[config.mk]
export PLATFORM = sky130hd
export DESIGN_NAME = hazard_ctrl
export DESIGN_NICKNAME = d
export VERILOG_FILES = /design/src/rtl/hazard_ctrl_pkg.sv /design/src/rtl/hazard_ctrl_sat_counter.sv /design/src/rtl/hazard_ctrl.sv
export SDC_FILE = /design/constraint.sdc
export NUM_CORES = 1
export LEC_CHECK = 0
export BUFFER_PORTS_ARGS = -buffer_cell sky130_fd_sc_hd__clkbuf_2
export CORE_MARGIN = 8
export CORE_UTILIZATION = 54
export DETAILED_ROUTE_END_ITERATION = 10
export HOLD_SLACK_MARGIN = 0.05
export PLACE_DENSITY = 0.83
export RECOVER_POWER = 50
export SLEW_MARGIN = 30
export SYNTH_ARGS = -nofsm -noshare
export SYNTH_HDL_FRONTEND = slang
export SYNTH_SLANG_ARGS = --single-unit
[constraint.sdc]
create_clock -name clock -period 2.9 [get_ports clock]
set_clock_uncertainty 0.05 [all_clocks]
set_input_delay 0.58 -clock clock [delete_from_list [all_inputs] [get_ports clock]]
set_output_delay 0.58 -clock clock [all_outputs]
set_load 0.01 [all_outputs]
[src/rtl/hazard_ctrl_pkg.sv]
// Shared types for the pipeline hazard controller: wait-FSM state encodings
// and the resolved per-cycle hazard action.
package hazard_ctrl_pkg;

  typedef enum logic [1:0] {
    HC_RUN      = 2'd0,
    HC_MEM_WAIT = 2'd1,
    HC_MD_WAIT  = 2'd2
  } hc_state_e;

  typedef enum logic [2:0] {
    ACT_NONE  = 3'd0,
    ACT_MEM   = 3'd1,
    ACT_MD    = 3'd2,
    ACT_FLUSH = 3'd3,
    ACT_LU    = 3'd4,
    ACT_IF    = 3'd5
  } hc_act_e;

  // Exactly one action per cycle, highest priority first.
  function automatic hc_act_e hc_prioritize(input logic mem_stall, input logic md_stall,
                                            input logic br_taken, input logic lu,
                                            input logic if_stall);
    if (mem_stall)     return ACT_MEM;
    else if (md_stall) return ACT_MD;
    else if (br_taken) return ACT_FLUSH;
    else if (lu)       return ACT_LU;
    else if (if_stall) return ACT_IF;
    else               return ACT_NONE;
  endfunction

endpackage

[src/rtl/hazard_ctrl_sat_counter.sv]
// Free-running event counter that sticks at all-ones instead of wrapping.
module sat_counter #(
  parameter int W = 32
) (
  input  logic         clock,
  input  logic         reset,
  input  logic         inc,
  output logic [W-1:0] count
);

  always_ff @(posedge clock) begin
    if (reset)
      count <= '0;
    else if (inc && (count != {W{1'b1}}))
      count <= count + W'(1);
  end

endmodule

[src/rtl/hazard_ctrl.sv]
// Pipeline hazard controller: turns load-use, branch, memory-wait and mul/div hazards
// into per-stage pause/bubble commands, with a wait watchdog and perf counters.
module hazard_ctrl
  import hazard_ctrl_pkg::*;
#(
  parameter int MAX_WAIT = 64,
  parameter int CNT_W    = 32
) (
  input  logic             clock,
  input  logic             reset,
  input  logic [4:0]       id_rs1,
  input  logic [4:0]       id_rs2,
  input  logic [4:0]       ex_rd,
  input  logic             ex_is_load,
  input  logic             ex_br_taken,
  input  logic             imem_ready,
  input  logic             dmem_req,
  input  logic             dmem_ready,
  input  logic             md_busy,
  output logic             pc_pause,
  output logic             if_id_pause,
  output logic             if_id_bubble,
  output logic             id_ex_pause,
  output logic             id_ex_bubble,
  output logic             ex_mem_pause,
  output logic             ex_mem_bubble,
  output logic             mem_wb_pause,
  output logic             mem_wb_bubble,
  output logic [CNT_W-1:0] stall_cnt,
  output logic [CNT_W-1:0] flush_cnt,
  output logic             err_timeout
);

  localparam int WC_W = $clog2(MAX_WAIT + 1);
  localparam logic [WC_W-1:0] WC_MAX = WC_W'(MAX_WAIT);

  logic      mem_stall, md_stall, lu, if_stall;
  hc_act_e   act;
  hc_state_e state, state_nxt;
  logic [WC_W-1:0] wcnt, wcnt_nxt;
  logic      err_nxt;
  logic      flush_inc;

  assign mem_stall = dmem_req & ~dmem_ready;
  assign md_stall  = md_busy;
  assign lu        = ex_is_load & (ex_rd != 5'd0) & ((ex_rd == id_rs1) | (ex_rd == id_rs2));
  assign if_stall  = ~imem_ready;
  assign act       = hc_prioritize(mem_stall, md_stall, ex_br_taken, lu, if_stall);

  // Stage commands: a pending branch under a freeze stays visible in EX and is taken later.
  always_comb begin
    pc_pause      = 1'b0;
    if_id_pause   = 1'b0;
    if_id_bubble  = 1'b0;
    id_ex_pause   = 1'b0;
    id_ex_bubble  = 1'b0;
    ex_mem_pause  = 1'b0;
    ex_mem_bubble = 1'b0;
    mem_wb_pause  = 1'b0;
    mem_wb_bubble = 1'b0;
    if (reset) begin
      pc_pause      = 1'b1;
      if_id_bubble  = 1'b1;
      id_ex_bubble  = 1'b1;
      ex_mem_bubble = 1'b1;
      mem_wb_bubble = 1'b1;
    end else begin
      unique case (act)
        ACT_MEM: begin
          pc_pause      = 1'b1;
          if_id_pause   = 1'b1;
          id_ex_pause   = 1'b1;
          ex_mem_pause  = 1'b1;
          mem_wb_bubble = 1'b1;
        end
        ACT_MD: begin
          pc_pause      = 1'b1;
          if_id_pause   = 1'b1;
          id_ex_pause   = 1'b1;
          ex_mem_bubble = 1'b1;
        end
        ACT_FLUSH: begin
          if_id_bubble  = 1'b1;
          id_ex_bubble  = 1'b1;
        end
        ACT_LU: begin
          pc_pause      = 1'b1;
          if_id_pause   = 1'b1;
          id_ex_bubble  = 1'b1;
        end
        ACT_IF: begin
          pc_pause      = 1'b1;
          if_id_bubble  = 1'b1;
        end
        default: ;
      endcase
    end
  end

  // Wait FSM: wcnt counts cycles spent in a wait state, saturating at MAX_WAIT.
  always_comb begin
    state_nxt = state;
    wcnt_nxt  = wcnt;
    err_nxt   = err_timeout;
    unique case (state)
      HC_RUN: begin
        if (mem_stall) begin
          state_nxt = HC_MEM_WAIT;
          wcnt_nxt  = WC_W'(1);
        end else if (md_stall) begin
          state_nxt = HC_MD_WAIT;
          wcnt_nxt  = WC_W'(1);
        end
      end
      HC_MEM_WAIT, HC_MD_WAIT: begin
        if (wcnt == WC_MAX)
          err_nxt = 1'b1;
        if ((state == HC_MEM_WAIT) ? dmem_ready : ~md_busy) begin
          state_nxt = HC_RUN;
          wcnt_nxt  = '0;
        end else if (wcnt != WC_MAX) begin
          wcnt_nxt  = wcnt + WC_W'(1);
        end
      end
      default: begin
        state_nxt = HC_RUN;
        wcnt_nxt  = '0;
      end
    endcase
  end

  always_ff @(posedge clock) begin
    if (reset) begin
      state       <= HC_RUN;
      wcnt        <= '0;
      err_timeout <= 1'b0;
    end else begin
      state       <= state_nxt;
      wcnt        <= wcnt_nxt;
      err_timeout <= err_nxt;
    end
  end

  assign flush_inc = ex_br_taken & ~mem_stall & ~md_stall;

  sat_counter #(.W(CNT_W)) u_stall_cnt (
    .clock (clock),
    .reset (reset),
    .inc   (pc_pause),
    .count (stall_cnt)
  );

  sat_counter #(.W(CNT_W)) u_flush_cnt (
    .clock (clock),
    .reset (reset),
    .inc   (flush_inc),
    .count (flush_cnt)
  );

endmodule

==> results.md, run 1 <==
- GRT Residual Overflow: 0
- Pleak: roughly 0.0015 uW
- Shortest clock period the worst path allows after layout: ~2600 ps
- Starting Density: between 50% and 60%
- Synthesized area divided by synthesized cell count: roughly 8.0 um2
- Area of the mapped netlist: 4010 um2
- Critical Setup Path Class: input pin to output pin
- Clock tree from TritonCTS: done
- Source-to-sink clock delay at the later pin of the worst-skew pair: roughly 350 ps
- Most common cell on crit path: clkbuf_2
- Sequential cell area fraction in the yosys report: approximately 37%
- Area used by multi-input combinational logic: about 2400 um2
- Origin of the worst setup path: ex_rd[4]
- Horiz. Die Dim: about 100 um
- Status: completed
- Post-CTS clock slew at the launch and capture registers of the worst setup and hold paths: 80 ps
- Core area: between 7000 and 8000 um2
- Unrepaired setup endpoints after global routing: no
- Number of global-route vias before repair: about 4000
- H-Tree Level Count: 3
- Count of mapped cells out of synthesis: 502
- Arrival time of data at the critical path endpoint: 2000 ps
- Max-cap violation count: 0
- Final nets: 626
- FILL cells: about 680
- Startpoint of the worst register-to-register path: u_flush_cnt.count[12]
- Hold buffer count at cts: 0
- Antenna violations before repair: 0
- Most frequently used flop master after synthesis: dfxtp_1
- # diodes: 0
- Number of max-slew violations in the final report: 0
- Hold path startpoint: wcnt[1]
- Number of sinks on the clock net: 74
- Number of post-CTS setup repair buffers: 0
- DP Area: 4600 um2
- Final sum of negative setup slack: 0 ps
- Nets in the synthesized netlist: 532
- Pin count of the biggest net entering global routing: 64
- Global Route Usage Sum: between 10% and 20%
- Power per cell area: 445 nW/um2
- Relative slew margins: between 50% and 60%
- Fraction of layout instances using a drive strength above 1: between 10% and 20%
- Final setup viols: 0
- Layout Cell Area excl Fill: between 4000 and 5000 um2
- Number of clock buffers inserted by TritonCTS: 9
- Buffer type at the clock tree root: clkbuf_8
- Buffer depth of the longest clock path: 2
- Number of gates resized after CTS: 0
- Pre-Repair DR Iteration Count: 4
- Number of cells in the design after placement: ~680
- Peak fanout along the critical path: 3
- Proportion of register bits with asynchronous set or reset after synthesis: 0%
- Drt total wl: roughly 10 mm
- Top achievable clock speed: roughly 380 MHz
- Synthesis-stage register bit count: 74
- Worst Path Required: approximately 2300 ps
- FF-to-FF setup slack: just over 400 ps
- Chain of cells forming the critical path: clkbuf_2 -> xnor2_1 -> nand3_1 -> o22ai_1 -> nor2b_1 -> o21ai_0 -> a21o_1 -> clkbuf_2
- First-pass GRT wire length: 17.1 mm
- Area of the die: between 10000 and 15000 um2
- Via count: between 4000 and 5000
- Placement Rows: 31
- Worst Max-Slew Pin Slew: between 700 and 800 ps
- Layout-stage area growth over the synthesis result: 17.7%
- Post-detailed-route wirelength per cell: approximately 15 um
- Die Span Y: around 100 um
- Routability cong.: just under 0.9
- Final Hold Vio Count: 0
- Remaining antenna violation count after routing: 0
- Endpoint type of the worst setup path: output pin
- Destination of the critical timing path: if_id_bubble
- EDFF count, synth: 0
- Footprint of the flip-flops and latches: about 1500 um2
- Cell Count, Final, Fillers Out: 700
- Worst-case vdd ir drop: 0.264 mV
- R2r worst-path depth: 7
- Setup crit start kind: input pin
- Starting DRT DRC Count: 199
- DRC violation count after routing: 0
- Number of library cell types mapped by synthesis: 48
- Number of buffer cells added on primary ports: 95
- Count of warnings emitted by yosys: 0
- Path type of the worst min-delay path: register to register
- FF-to-FF End: u_flush_cnt.count[9]
- Number of primary I/O pins: 97
- Share of the cycle needed by the critical path after routing: roughly nine tenths
- Slowest Stage Delay on Critical Path: around 330 ps
- Detailed placer's ending HPWL: ~7.6 mm
- Worst-path cell with the longest stage delay: nor2b_1
- Per-cell via count in the routed design: 5.77
## sequential cells by signal, summed over array words and instances, names as in the netlist
register	count
state	2
u_stall_cnt.count	32
u_flush_cnt.count	32
wcnt	7
err_timeout	1
## how the worst min path moves through the flow
stage / endpoint / cells after the start / slack, ps
finish: wcnt[1] / 2 / 440
global route: wcnt[1] / 2 / 450
CTS: wcnt[1] / 2 / 440
detailed placement: err_timeout / 2 / 420
global placement: wcnt[1] / 2 / 420
floorplan: wcnt[1] / 2 / 410
## Yosys cell counts (4+ instances only)
| cell type | count | area share [%] |
|---|---|---|
| dfxtp_1 | 74 | 37 |
| nor2_1 | 57 | 5.3 |
| a21oi_1 | 42 | 5.2 |
| nand2_1 | 39 | 3.6 |
| xnor2_1 | 36 | 7.9 |
| nand3_1 | 29 | 3.6 |
| o21ai_0 | 21 | 2.6 |
| nor3_1 | 20 | 2.5 |
| or4_1 | 17 | 3.2 |
| o31ai_1 | 15 | 2.8 |
| nand4_1 | 14 | 2.2 |
| or3_1 | 14 | 2.2 |
| clkbuf_1 | 13 | 1.2 |
| inv_1 | 12 | 1.1 |
| and3_1 | 10 | 1.6 |
| nor2b_1 | 9 | 1.4 |
| and4_1 | 8 | 1.7 |
| buf_2 | 7 | 0.87 |
| ha_1 | 7 | 2.2 |
| nor4_1 | 6 | 0.94 |
| mux2_2 | 5 | 1.4 |
| nand3b_1 | 5 | 0.94 |
| nor4b_1 | 5 | 1.1 |
| nand2b_1 | 4 | 0.62 |
## worst max-delay path, delay by kind of cell
family	cells	cell delay (ps)
buf+inv	2	230
simple gates	2	420
xor+xnor	1	160
compound gates	3	610
## metrics by stage
| step | hold slack, ps | power [uW] | util, % | setup slack (ps) |
|---|---|---|---|---|
| 2_1_floorplan | 407 | 1180 | - | 359 |
| 4_1_cts | 437 | 2120 | 66.8 | 261 |
| 3_3_place_gp | 420 | 1230 | 63.8 | 319 |
| 5_1_grt | 448 | 2180 | 65.4 | 95.0 |
| 3_5_place_dp | 420 | 1240 | 63.8 | 270 |
| 6_report | 437 | 2100 | 65.4 | 274 |
## routing by layer
layer  up-vias  track usage [%]  share of wire [%]
li1       2007                -                  -
met1      1913             24.2                 43
met2       111             34.5                 49
met3         7             4.36                6.3
met4         0             5.19                1.0
met5         -                0                  0
## power by group
group | internal (uW) | leakage (uW) | total, uW | switching (uW)
Sequential | 1030 | 0.000597 | 1040 | 14.1
Clock | 486 | 0.0000987 | 884 | 398
Combinational | 69.0 | 0.000832 | 176 | 107
## area by class of cell
class	instances	area share, %
clock inverters	6	1.94
inverters	12	0.954
multi-input cells	393	50.4
clock buffers	10	2.70
flip-flops and latches	74	31.4
well taps	99	2.62
repair buffers	106	10.0
## cells in the final DEF (no fill, tap or decap), drive strengths merged, types with 2 or more instances in the layout
cell	instances
clkbuf	106
dfxtp	74
nor2	57
a21oi	42
nand2	39
xnor2	36
nand3	29
o21ai	23
nor3	22
or4	18
nand4	15
o31ai	15
or3	14
inv	12
and3	10
buf	10
nor2b	9
and4	8
nor4	8
ha	7
nor4b	5
nand3b	5
mux2	5
nand2b	4
nor3b	4
clkinvlp	3
a21o	2
a211oi	2
and2	2
bufinv	2
## cell families after synthesis
kind of cell	Yosys count	synth area share, %
AOI/OAI and AO/OA	91	13.1
xor gates and xnor gates	37	8.08
adders and majority gates	7	2.18
buffers and inverters	35	3.68
DFF	74	36.9
muxes	5	1.40
other	1	0.0935
and+or+nand+nor	252	34.6
Note: power is estimated with default switching activity, not from simulation.
==> run 2: changes to the inputs <==
--- a/config.mk
+++ b/config.mk
@@ -12,6 +12,7 @@
 export HOLD_SLACK_MARGIN = 0.05
 export PLACE_DENSITY = 0.83
 export RECOVER_POWER = 50
+export SETUP_SLACK_MARGIN = 0.5
 export SLEW_MARGIN = 30
 export SYNTH_ARGS = -nofsm -noshare
 export SYNTH_HDL_FRONTEND = slang
==> run 2 against run 1 <==
Against the previous run: die area unchanged; worst hold slack better by 10 ps; utilization up 1.9 points; non-clock buffer count up 2; cell count unchanged; sequential share of layout area down 0.87 points; critical path type unchanged; total power down 3.5%.
==> results.md, run 2 (synthesis results as in run 1) <==
- Worst-case vdd ir drop: 0.229 mV (-13%)
- Area used by multi-input combinational logic: 2470 um2 (+3.9%)
- Status: completed
- Power per cell area: 418 nW/um2 (-6.2%)
- Per-cell via count in the routed design: 5.83 (+1.1%)
- Final sum of negative setup slack: 0 ps (unchanged)
- Most frequent cells in the layout: dfxtp_1 (74), clkbuf_1 (60), nor2_1 (56)
- Worst Path Required: 2270 ps (about the same)
- Min setup slack post-route: 403 ps (+129 ps)
- Horiz. Die Dim: 102 um (unchanged)
- Setup crit start kind: input pin
- Clock tree from TritonCTS: done
- Fraction of power spent switching nets: 24.1% (-0.64 points)
- Buffer type at the clock tree root: clkbuf_8
- Critical Setup Path Class: input pin to output pin
- H-Tree Level Count: 3 (unchanged)
- Top achievable clock speed: 401 MHz (+5.2%)
- Final setup viols: 0 (unchanged)
- # diodes: 0 (unchanged)
- Pleak: 0.00161 uW (+5.3%)
- Post-layout total power: 2030 uW (-3.5%)
- Starting Density: 55.6% (unchanged)
- Starting DRT DRC Count: 216 (+8.5%)
- Final Hold Vio Count: 0 (unchanged)
- Comb power frac: 9.6% (+1.2 points)
- Buffer depth of the longest clock path: 2 (unchanged)
- Relative slew margins: 56.2% (+3.6 points)
- Number of post-CTS setup repair buffers: 0 (unchanged)
- Fraction of layout instances using a drive strength above 1: 15.3% (+4.0 points)
- Routability cong.: 0.852 (-4.2%)
- Final nets: 628 (+0.32%)
- Share of total power in sequential cells: 51.3% (+1.8 points)
- Largest registers: u_flush_cnt.count: 32 flops, u_stall_cnt.count: 32 flops, wcnt: 7 flops
- Footprint of the flip-flops and latches: 1480 um2 (unchanged)
- Remaining antenna violation count after routing: 0 (unchanged)
- FILL cells: 662 (-1.9%)
- Layout-stage area growth over the synthesis result: 21.0%
- Net switching power figure: 488 uW (-6.0%)
- Worst Max-Slew Pin Slew: 652 ps (-53.2 ps)
- DP Area: 4640 um2 (+0.87%)
- Placement Rows: 31 (unchanged)
- DRC violation count after routing: 0 (unchanged)
- Unrepaired setup endpoints after global routing: yes
- Drt total wl: 10.9 mm (+4.4%)
- Number of buffer cells added on primary ports: 95 (unchanged)
- Max-cap violation count: 0 (unchanged)
- Area of the die: 10400 um2 (unchanged)
- Layout Cell Area excl Fill: 4850 um2 (+2.9%)
- Pre-Repair DR Iteration Count: 4 (unchanged)
- Number of sinks on the clock net: 74 (unchanged)
- Share of the cycle needed by the critical path after routing: 86.1% (-4.5 points)
- Die Span Y: 102 um (unchanged)
- First-pass GRT wire length: 17.9 mm (+4.1%)
- Antenna violations before repair: 0 (unchanged)
- Number of clock buffers inserted by TritonCTS: 9 (unchanged)
- Core area: 7210 um2 (unchanged)
- Number of primary I/O pins: 97 (unchanged)
- Share of total power in the clock network: 39.1% (-3.0 points)
- Pin count of the biggest net entering global routing: 55 (-14%)
- Path type of the worst min-delay path: register to register
- Shortest clock period the worst path allows after layout: 2500 ps (-129 ps)
- Source-to-sink clock delay at the later pin of the worst-skew pair: 340 ps (about the same)
- Post-CTS clock slew at the launch and capture registers of the worst setup and hold paths: 80 ps (about the same)
- Endpoint type of the worst setup path: output pin
- Number of max-slew violations in the final report: 0 (unchanged)
- Via count: 4082 (+1.1%)
- GRT Residual Overflow: 0 (unchanged)
- Global Route Usage Sum: 20.8% (+0.89 points)
- Peak fanout along the critical path: 3 (unchanged)
- Hold buffer count at cts: 0 (unchanged)
- Pre-CTS setup slack: 310 ps (+39.9 ps)
- Total internal power: 1540 uW (-2.7%)
- Number of global-route vias before repair: 4043 (+4.0%)
- Leading cell type in the layout, fill and taps excluded: dfxtp_1
- Post-detailed-route wirelength per cell: 15.6 um (+4.4%)
- Arrival time of data at the critical path endpoint: 1870 ps (-130 ps)
- Detailed placer's ending HPWL: 7.92 mm (+4.4%)
-- run 2: per-stage QoR --
| step | cells | utilization (%) | hold WS (ps) |
|---|---|---|---|
| 5_1_grt | 700 | 67.3 | 476 |
| 3_3_place_gp | 686 | 64.3 | 420 |
| 3_5_place_dp | 686 | 64.3 | 433 |
| 4_1_cts | 700 | 67.3 | 443 |
| 2_1_floorplan | 502 | - | 407 |
| 6_report | 700 | 67.3 | 448 |
-- run 2: power by group through the flow --
stage	Clock [uW]	Combinational (uW)	Sequential, uW
after floorplan	0	115	1060
after global placement	0	174	1060
after detailed placement	0	182	1060
after CTS	806	185	1040
after global routing	847	216	1040
final	792	195	1040
-- run 2: layer usage --
layer / GRT usage [%] / vias to the layer above / wire length [um]
li1: - / 2000 / -
met1: 23.8 / 1909 / 4580
met2: 36.0 / 148 / 5270
met3: 4.50 / 25 / 776
met4: 9.71 / 0 / 278
met5: 0 / - / 0
-- run 2: cell type report --
class,instances,area share [%]
inverters,12,0.928
well taps,99,2.55
clock buffers,11,3.12
flip-flops and latches,74,30.5
multi-input cells,393,50.9
repair buffers,108,11.2
clock inverters,3,0.825
-- run 2: worst paths after layout --
kind | from | endpoint | slack (ps) | cells after the start
worst max-delay path | ex_rd[4] | pc_pause | 400 | 7
worst max register to register | u_flush_cnt.count[16] | u_flush_cnt.count[27] | 500 | 6
worst min-delay path | wcnt[1] | wcnt[1] | 450 | 2
worst min register to register | wcnt[1] | wcnt[1] | 450 | 2
-- run 2: worst max-delay path, stage by stage --
cell and delay (ps):
buf_8 100, or4_4 540, o21ai_4 180, nor2_2 70, a21oi_4 200, inv_1 60, clkbuf_2 130
-- run 2: what timing repair did --
action,CTS,global route
hold endpoints to repair,0,0
pin swaps,1,6
setup endpoints to repair,4,16
resized for setup,6,29
